===== src/rtl/instr_assembler_if.sv =====
// Handshake bundle for instr_assembler: the field-tuple input side, the
// instruction-word output side, and the occupancy/error status.
// master = producer/consumer environment, slave = the assembler itself.
interface instr_assembler_if #(
    parameter int DEPTH = 4
);
    localparam int CNT_W = $clog2(DEPTH + 1);

    logic             in_valid;
    logic             in_ready;
    logic [1:0]       fmt;
    logic [5:0]       op;
    logic [4:0]       rs;
    logic [4:0]       rt;
    logic [4:0]       rd;
    logic [4:0]       shamt;
    logic [5:0]       func;
    logic [15:0]      immediate;
    logic [25:0]      instrIndex;
    logic             out_valid;
    logic             out_ready;
    logic [31:0]      out_instr;
    logic [31:0]      out_addr;
    logic [CNT_W-1:0] count;
    logic             err;

    modport master (
        output in_valid, fmt, op, rs, rt, rd, shamt, func, immediate, instrIndex,
        output out_ready,
        input  in_ready, out_valid, out_instr, out_addr, count, err
    );

    modport slave (
        input  in_valid, fmt, op, rs, rt, rd, shamt, func, immediate, instrIndex,
        input  out_ready,
        output in_ready, out_valid, out_instr, out_addr, count, err
    );
endinterface


===== src/rtl/instr_assembler.sv =====
// instr_assembler: packs R/I/J field tuples into 32-bit MIPS words, tags each
// with a sequential byte address and buffers {word, address} in a DEPTH-entry
// FIFO with valid/ready on both sides. Words only reach out_* from storage,
// so a word pushed in one cycle appears at the head the next cycle.
// Optional build macro ASM_CHECK_EN: also rejects malformed R/I/J tuples
// (R with op!=0, I/J with op==0, R with both shamt and func[5:2] nonzero).
// Without it only fmt=3 is rejected.
module instr_assembler #(
    parameter int          DEPTH     = 4,
    parameter logic [31:0] BASE_ADDR = 32'h0000_3000
) (
    input logic             clk,
    input logic             reset,
    input logic             flush,
    instr_assembler_if.slave bus
);
    localparam int PTR_W = $clog2(DEPTH);
    localparam int CNT_W = $clog2(DEPTH + 1);

    logic [31:0]      instr_mem [DEPTH];
    logic [31:0]      addr_mem  [DEPTH];
    logic [PTR_W-1:0] wr_ptr;
    logic [PTR_W-1:0] rd_ptr;
    logic [CNT_W-1:0] count_q;
    logic [31:0]      next_addr;
    logic             err_q;

    logic             full;
    logic             empty;
    logic             push;
    logic             pop;
    logic             reject;
    logic             enq;
    logic [31:0]      packed_word;

    assign full  = (count_q == CNT_W'(DEPTH));
    assign empty = (count_q == '0);
    assign push  = bus.in_valid && !full;
    assign pop   = bus.out_ready && !empty;
    assign enq   = push && !reject;

    // Assemble the instruction word from the fields selected by fmt.
    always_comb begin
        packed_word = 32'd0;
        case (bus.fmt)
            2'd0:    packed_word = {bus.op, bus.rs, bus.rt, bus.rd, bus.shamt, bus.func};
            2'd1:    packed_word = {bus.op, bus.rs, bus.rt, bus.immediate};
            2'd2:    packed_word = {bus.op, bus.instrIndex};
            default: packed_word = 32'd0;
        endcase
    end

    // Decide whether the presented tuple is consumed without being enqueued.
    always_comb begin
        reject = (bus.fmt == 2'd3);
`ifdef ASM_CHECK_EN
        if (bus.fmt == 2'd0 && bus.op != 6'd0)
            reject = 1'b1;
        if ((bus.fmt == 2'd1 || bus.fmt == 2'd2) && bus.op == 6'd0)
            reject = 1'b1;
        if (bus.fmt == 2'd0 && bus.shamt != 5'd0 && bus.func[5:2] != 4'd0)
            reject = 1'b1;
`endif
    end

    // FIFO control: pointers, occupancy, address counter and the err pulse.
    always_ff @(posedge clk or negedge reset) begin
        if (!reset) begin
            wr_ptr    <= '0;
            rd_ptr    <= '0;
            count_q   <= '0;
            next_addr <= BASE_ADDR;
            err_q     <= 1'b0;
        end else if (flush) begin
            wr_ptr    <= '0;
            rd_ptr    <= '0;
            count_q   <= '0;
            next_addr <= BASE_ADDR;
            err_q     <= 1'b0;
        end else begin
            err_q <= push && reject;
            if (enq) begin
                wr_ptr    <= wr_ptr + PTR_W'(1);
                next_addr <= next_addr + 32'd4;
            end
            if (pop)
                rd_ptr <= rd_ptr + PTR_W'(1);
            case ({enq, pop})
                2'b10:   count_q <= count_q + CNT_W'(1);
                2'b01:   count_q <= count_q - CNT_W'(1);
                default: count_q <= count_q;
            endcase
        end
    end

    // Word/address storage; contents are only meaningful while counted.
    always_ff @(posedge clk) begin
        if (enq && !flush) begin
            instr_mem[wr_ptr] <= packed_word;
            addr_mem[wr_ptr]  <= next_addr;
        end
    end

    assign bus.in_ready  = !full;
    assign bus.out_valid = !empty;
    assign bus.out_instr = empty ? 32'd0 : instr_mem[rd_ptr];
    assign bus.out_addr  = empty ? 32'd0 : addr_mem[rd_ptr];
    assign bus.count     = count_q;
    assign bus.err       = err_q;
endmodule


===== src/flat_wrapper.sv =====
// flat-port wrapper written by rule: the top's interface ports become plain ports
module instr_assembler_flat 
#(
    parameter int          DEPTH     = 4,
    parameter logic [31:0] BASE_ADDR = 32'h0000_3000
)
  (clk, reset, flush, bus_in_valid, bus_fmt, bus_op, bus_rs, bus_rt, bus_rd, bus_shamt, bus_func, bus_immediate, bus_instrIndex, bus_out_ready, bus_in_ready, bus_out_valid, bus_out_instr, bus_out_addr, bus_count, bus_err);
  instr_assembler_if #(.DEPTH(DEPTH)) bus_i ();
  input logic clk;
  input logic reset;
  input logic flush;
  input wire logic [$bits(bus_i.in_valid)-1:0] bus_in_valid;
  input wire logic [$bits(bus_i.fmt)-1:0] bus_fmt;
  input wire logic [$bits(bus_i.op)-1:0] bus_op;
  input wire logic [$bits(bus_i.rs)-1:0] bus_rs;
  input wire logic [$bits(bus_i.rt)-1:0] bus_rt;
  input wire logic [$bits(bus_i.rd)-1:0] bus_rd;
  input wire logic [$bits(bus_i.shamt)-1:0] bus_shamt;
  input wire logic [$bits(bus_i.func)-1:0] bus_func;
  input wire logic [$bits(bus_i.immediate)-1:0] bus_immediate;
  input wire logic [$bits(bus_i.instrIndex)-1:0] bus_instrIndex;
  input wire logic [$bits(bus_i.out_ready)-1:0] bus_out_ready;
  output wire logic [$bits(bus_i.in_ready)-1:0] bus_in_ready;
  output wire logic [$bits(bus_i.out_valid)-1:0] bus_out_valid;
  output wire logic [$bits(bus_i.out_instr)-1:0] bus_out_instr;
  output wire logic [$bits(bus_i.out_addr)-1:0] bus_out_addr;
  output wire logic [$bits(bus_i.count)-1:0] bus_count;
  output wire logic [$bits(bus_i.err)-1:0] bus_err;
  assign bus_i.in_valid = bus_in_valid;
  assign bus_i.fmt = bus_fmt;
  assign bus_i.op = bus_op;
  assign bus_i.rs = bus_rs;
  assign bus_i.rt = bus_rt;
  assign bus_i.rd = bus_rd;
  assign bus_i.shamt = bus_shamt;
  assign bus_i.func = bus_func;
  assign bus_i.immediate = bus_immediate;
  assign bus_i.instrIndex = bus_instrIndex;
  assign bus_i.out_ready = bus_out_ready;
  assign bus_in_ready = bus_i.in_ready;
  assign bus_out_valid = bus_i.out_valid;
  assign bus_out_instr = bus_i.out_instr;
  assign bus_out_addr = bus_i.out_addr;
  assign bus_count = bus_i.count;
  assign bus_err = bus_i.err;
  instr_assembler #(.DEPTH(DEPTH), .BASE_ADDR(BASE_ADDR)) u_core (.clk(clk), .reset(reset), .flush(flush), .bus(bus_i));
endmodule

===== config.mk =====
export PLATFORM = sky130hd
export DESIGN_NAME = instr_assembler_flat
export DESIGN_NICKNAME = d
export VERILOG_FILES = /design/src/rtl/instr_assembler_if.sv /design/src/rtl/instr_assembler.sv /design/src/flat_wrapper.sv
export SDC_FILE = /design/constraint.sdc
export NUM_CORES = 1
export LEC_CHECK = 0
export CAP_MARGIN = 0
export CORE_MARGIN = 2
export CORE_UTILIZATION = 45
export DETAILED_ROUTE_END_ITERATION = 10
export PLACE_DENSITY = 0.7
export SLEW_MARGIN = 20
export SYNTH_ARGS = -nofsm -noshare
export SYNTH_HDL_FRONTEND = slang
export SYNTH_SLANG_ARGS = --single-unit

===== constraint.sdc =====
create_clock -name clk -period 3.4 [get_ports clk]
set_input_delay 1.02 -clock clk [delete_from_list [all_inputs] [get_ports clk]]
set_output_delay 1.02 -clock clk [all_outputs]
set_load 0.03 [all_outputs]

==> results.json <==
{
  "max_slew_margin": 0.381,
  "min_period_over_period": 1.01,
  "drive_above_1_share": 0.215,
  "port_buffers": 148,
  "finalWirelength_um": 25700,
  "worstSetupEndpointType": "primary output",
  "boundaryPins": 151,
  "final.setup.tns_ns": -0.0566,
  "worstSetupStartpointType": "flop",
  "finClkSkew_ns": 0.0122,
  "post_dp_cell_area_um2": 14100,
  "htree_levels": 1,
  "antenna_found_initial": 1,
  "powerDensity_nw_per_um2": 725,
  "drtIter0Drc": 360,
  "clock_path_buffers": 3,
  "p_leak_nw": 5.11,
  "violations": "setup timing",
  "setup_viol": 4,
  "final_net_count": 975,
  "synth_area_um2": 12100,
  "grt_pass1_wl_um": 40100,
  "tightest_slew_ns": 0.928,
  "r2r-end": "u_core.next_addr[25]",
  "finalCriticalPeriod_ns": 3.43,
  "clock_latency_ns": 0.54,
  "rsz0062_at_grt": "yes",
  "grt_pass1_vias": 7064,
  "synth_edf_count": 248,
  "worst-setup-path-type": "flop to primary output",
  "numCtsBuffers": 29,
  "ys_seq_area_frac": 0.696,
  "postLayoutCellArea_um2": 15000,
  "fp-row-count": 59,
  "gp_congestion": 0.737,
  "dp_hpwl_um": 15800,
  "ff2ff_path_depth": 4,
  "die_x_um": 168,
  "ff2ff_setup_slack_ns": 1.21,
  "path_max_fanout": 15,
  "fp.coreArea_um2": 26200,
  "drv_slew": 0,
  "die_h_um": 168,
  "worst_hold_slack_ns": 0.578,
  "wl_per_cell_um": 20.6,
  "ys.flop_type": "edfxtp_1",
  "grt_use_total": 0.184,
  "critPathArrivalTime_ns": 2.41,
  "r2r_start": "u_core.next_addr[5]",
  "ys_ff_latch": 286,
  "hold_viol": 0,
  "cts.clk_slew.worst_paths_ns": 0.06,
  "maxCapViolations": 0,
  "hp-class": "flop to flop",
  "clock.fmax_mhz": 291,
  "syn_inst": 718,
  "cp.required_ns": 2.38,
  "setup_slack_ns": -0.0340,
  "ant_nets": 0,
  "clock_sinks": 286,
  "syn2layout_area_growth_pct": 24.1,
  "die_area_um2": 28100,
  "drc": 0,
  "synthDistinctLibCells": 43,
  "final_core_util": 0.571,
  "min_to": "u_core.addr_mem[3][12]",
  "via_count": 6780,
  "finalPower_mw": 10.9,
  "start_util": 0.460,
  "irDropWorstVdd_v": 0.000502,
  "seq_area_um2": 8410,
  "worstHoldStart": "u_core.next_addr[12]",
  "fillers": 2033,
  "ys.warnings.count": 0,
  "vias_per_cell": 5.44,
  "dr.pass1.iters": 4,
  "syn_area_per_cell_um2": 16.8,
  "grt_overflow_total": 0,
  "async_flop_share": 0.133,
  "multi_input_area_um2": 3400,
  "cts_root_buf": "clkbuf_16",
  "cts_tree": "yes",
  "status": "finished, violations left",
  "hold_depth": 0,
  "grt_max_degree": 47
}
-- layout by cell type, fill, tap and decap left out, types with 11 or more instances in the layout --
cell type / synthesis / routed
nor2_1: 19 / 19
nand2_1: 34 / 34
edfxtp_1: 248 / 248
o21ai_0: 34 / 34
buf_4: 3 / 23
dfrtp_1: 36 / 34
a21oi_1: 17 / 17
mux4_2: 62 / 62
clkbuf_2: 0 / 32
buf_12: 0 / 11
nand3_1: 12 / 12
mux2i_1: 17 / 17
dlygate4sd2_1: 0 / 25
clkbuf_16: 0 / 29
inv_1: 17 / 17
and2_1: 74 / 70
clkdlybuf4s50_1: 0 / 84
-- worst max path at each step --
stage               cells past startpoint  slack, ns        startpoint                     end
floorplan                               5       0.40        bus_fmt[0]  u_core.addr_mem[0][10]
global placement                        5       0.27      bus_in_valid    u_core.next_addr[31]
detailed placement                      5       0.28      bus_in_valid    u_core.next_addr[31]
CTS                                     4      -0.11  u_core.rd_ptr[0]         bus_out_addr[5]
global route                            4       -0.1  u_core.rd_ptr[0]       bus_out_instr[29]
finish                                  4      -0.03  u_core.rd_ptr[0]       bus_out_instr[29]
-- where the power goes --
group | internal (mW) | leakage, nW | total, mW | switching [mW]
registers | 3.99 | 2.67 | 4.06 | 0.0711
logic | 1.51 | 1.99 | 3.70 | 2.18
clock network | 1.86 | 0.455 | 3.10 | 1.24
total | 7.36 | 5.11 | 10.9 | 3.50
-- layer usage --
| layer | GRT usage | wire length (um) |
|---|---|---|
| met1 | 0.245 | 11000 |
| met2 | 0.308 | 12600 |
| met3 | 0.0411 | 1660 |
| met4 | 0.0491 | 449 |
| met5 | 0 | 0 |
-- worst max-delay path: stages, from the launching register on --
cell and delay, ns:
dfrtp_4 0.48, bufbuf_16 0.35, mux4_2 0.53, and2_1 0.17, dlygate4sd2_1 0.35
-- per-stage QoR --
step,setup slack [ns],std cells
floorplan,0.400,719
global placement,0.266,1188
detailed placement,0.275,1188
CTS,-0.114,1243
global route,-0.0952,1246
finish,-0.0340,1246
-- cell families (layout without fill, tap and decap cells) --
| family | count (synthesis) | count (layout) | synth area share |
|---|---|---|---|
| AOI/OAI and AO/OA | 65 | 65 | 0.0316 |
| buffers and inverters | 61 | 252 | 0.0229 |
| muxes | 88 | 88 | 0.138 |
| and+or+nand+nor | 203 | 203 | 0.0981 |
| adders and majority gates | 6 | 6 | 0.00684 |
| DFF | 286 | 286 | 0.696 |
| xor gates and xnor gates | 8 | 8 | 0.00581 |
| other | 1 | 3 | 0.000311 |
-- cell usage after synthesis (7+ instances only) --
master / n / area share
edfxtp_1: 248 / 0.62
and2_1: 74 / 0.038
mux4_2: 62 / 0.12
dfrtp_1: 36 / 0.075
nand2_1: 34 / 0.011
o21ai_0: 34 / 0.014
clkbuf_1: 26 / 0.0081
nor2_1: 19 / 0.0059
a21oi_1: 17 / 0.0071
inv_1: 17 / 0.0053
mux2i_1: 17 / 0.014
nand3_1: 12 / 0.0050
buf_2: 11 / 0.0046
nor2b_1: 10 / 0.0052
o31ai_1: 10 / 0.0062
mux2_2: 9 / 0.0084
or4_1: 9 / 0.0056
or3_1: 8 / 0.0041
nand3b_1: 7 / 0.0044
nand4_1: 7 / 0.0036
nor4_1: 7 / 0.0036
-- cell type report --
cell class	count	area share
well taps	335	0.0280
repair buffers	182	0.117
inverters	17	0.00426
diodes	1	0.000167
multi-input cells	372	0.227
clock inverters	18	0.0122
flip-flops and latches	286	0.562
clock buffers	35	0.0500
-- sequential cells by signal, summed over array words and instances (netlist names) --
signal / flops
u_core.instr_mem: 128
u_core.addr_mem: 120
u_core.next_addr: 30
u_core.bus.count: 3
u_core.rd_ptr: 2
u_core.wr_ptr: 2
u_core.bus.err: 1
-- timing repair --
action	CTS	global route
resized for setup	60	66
hold buffers	0	0
buffers inserted	0	2
setup endpoints to repair	58	36
cloned	2	0
hold endpoints to repair	0	0
Note: power is estimated with default switching activity, not from simulation.
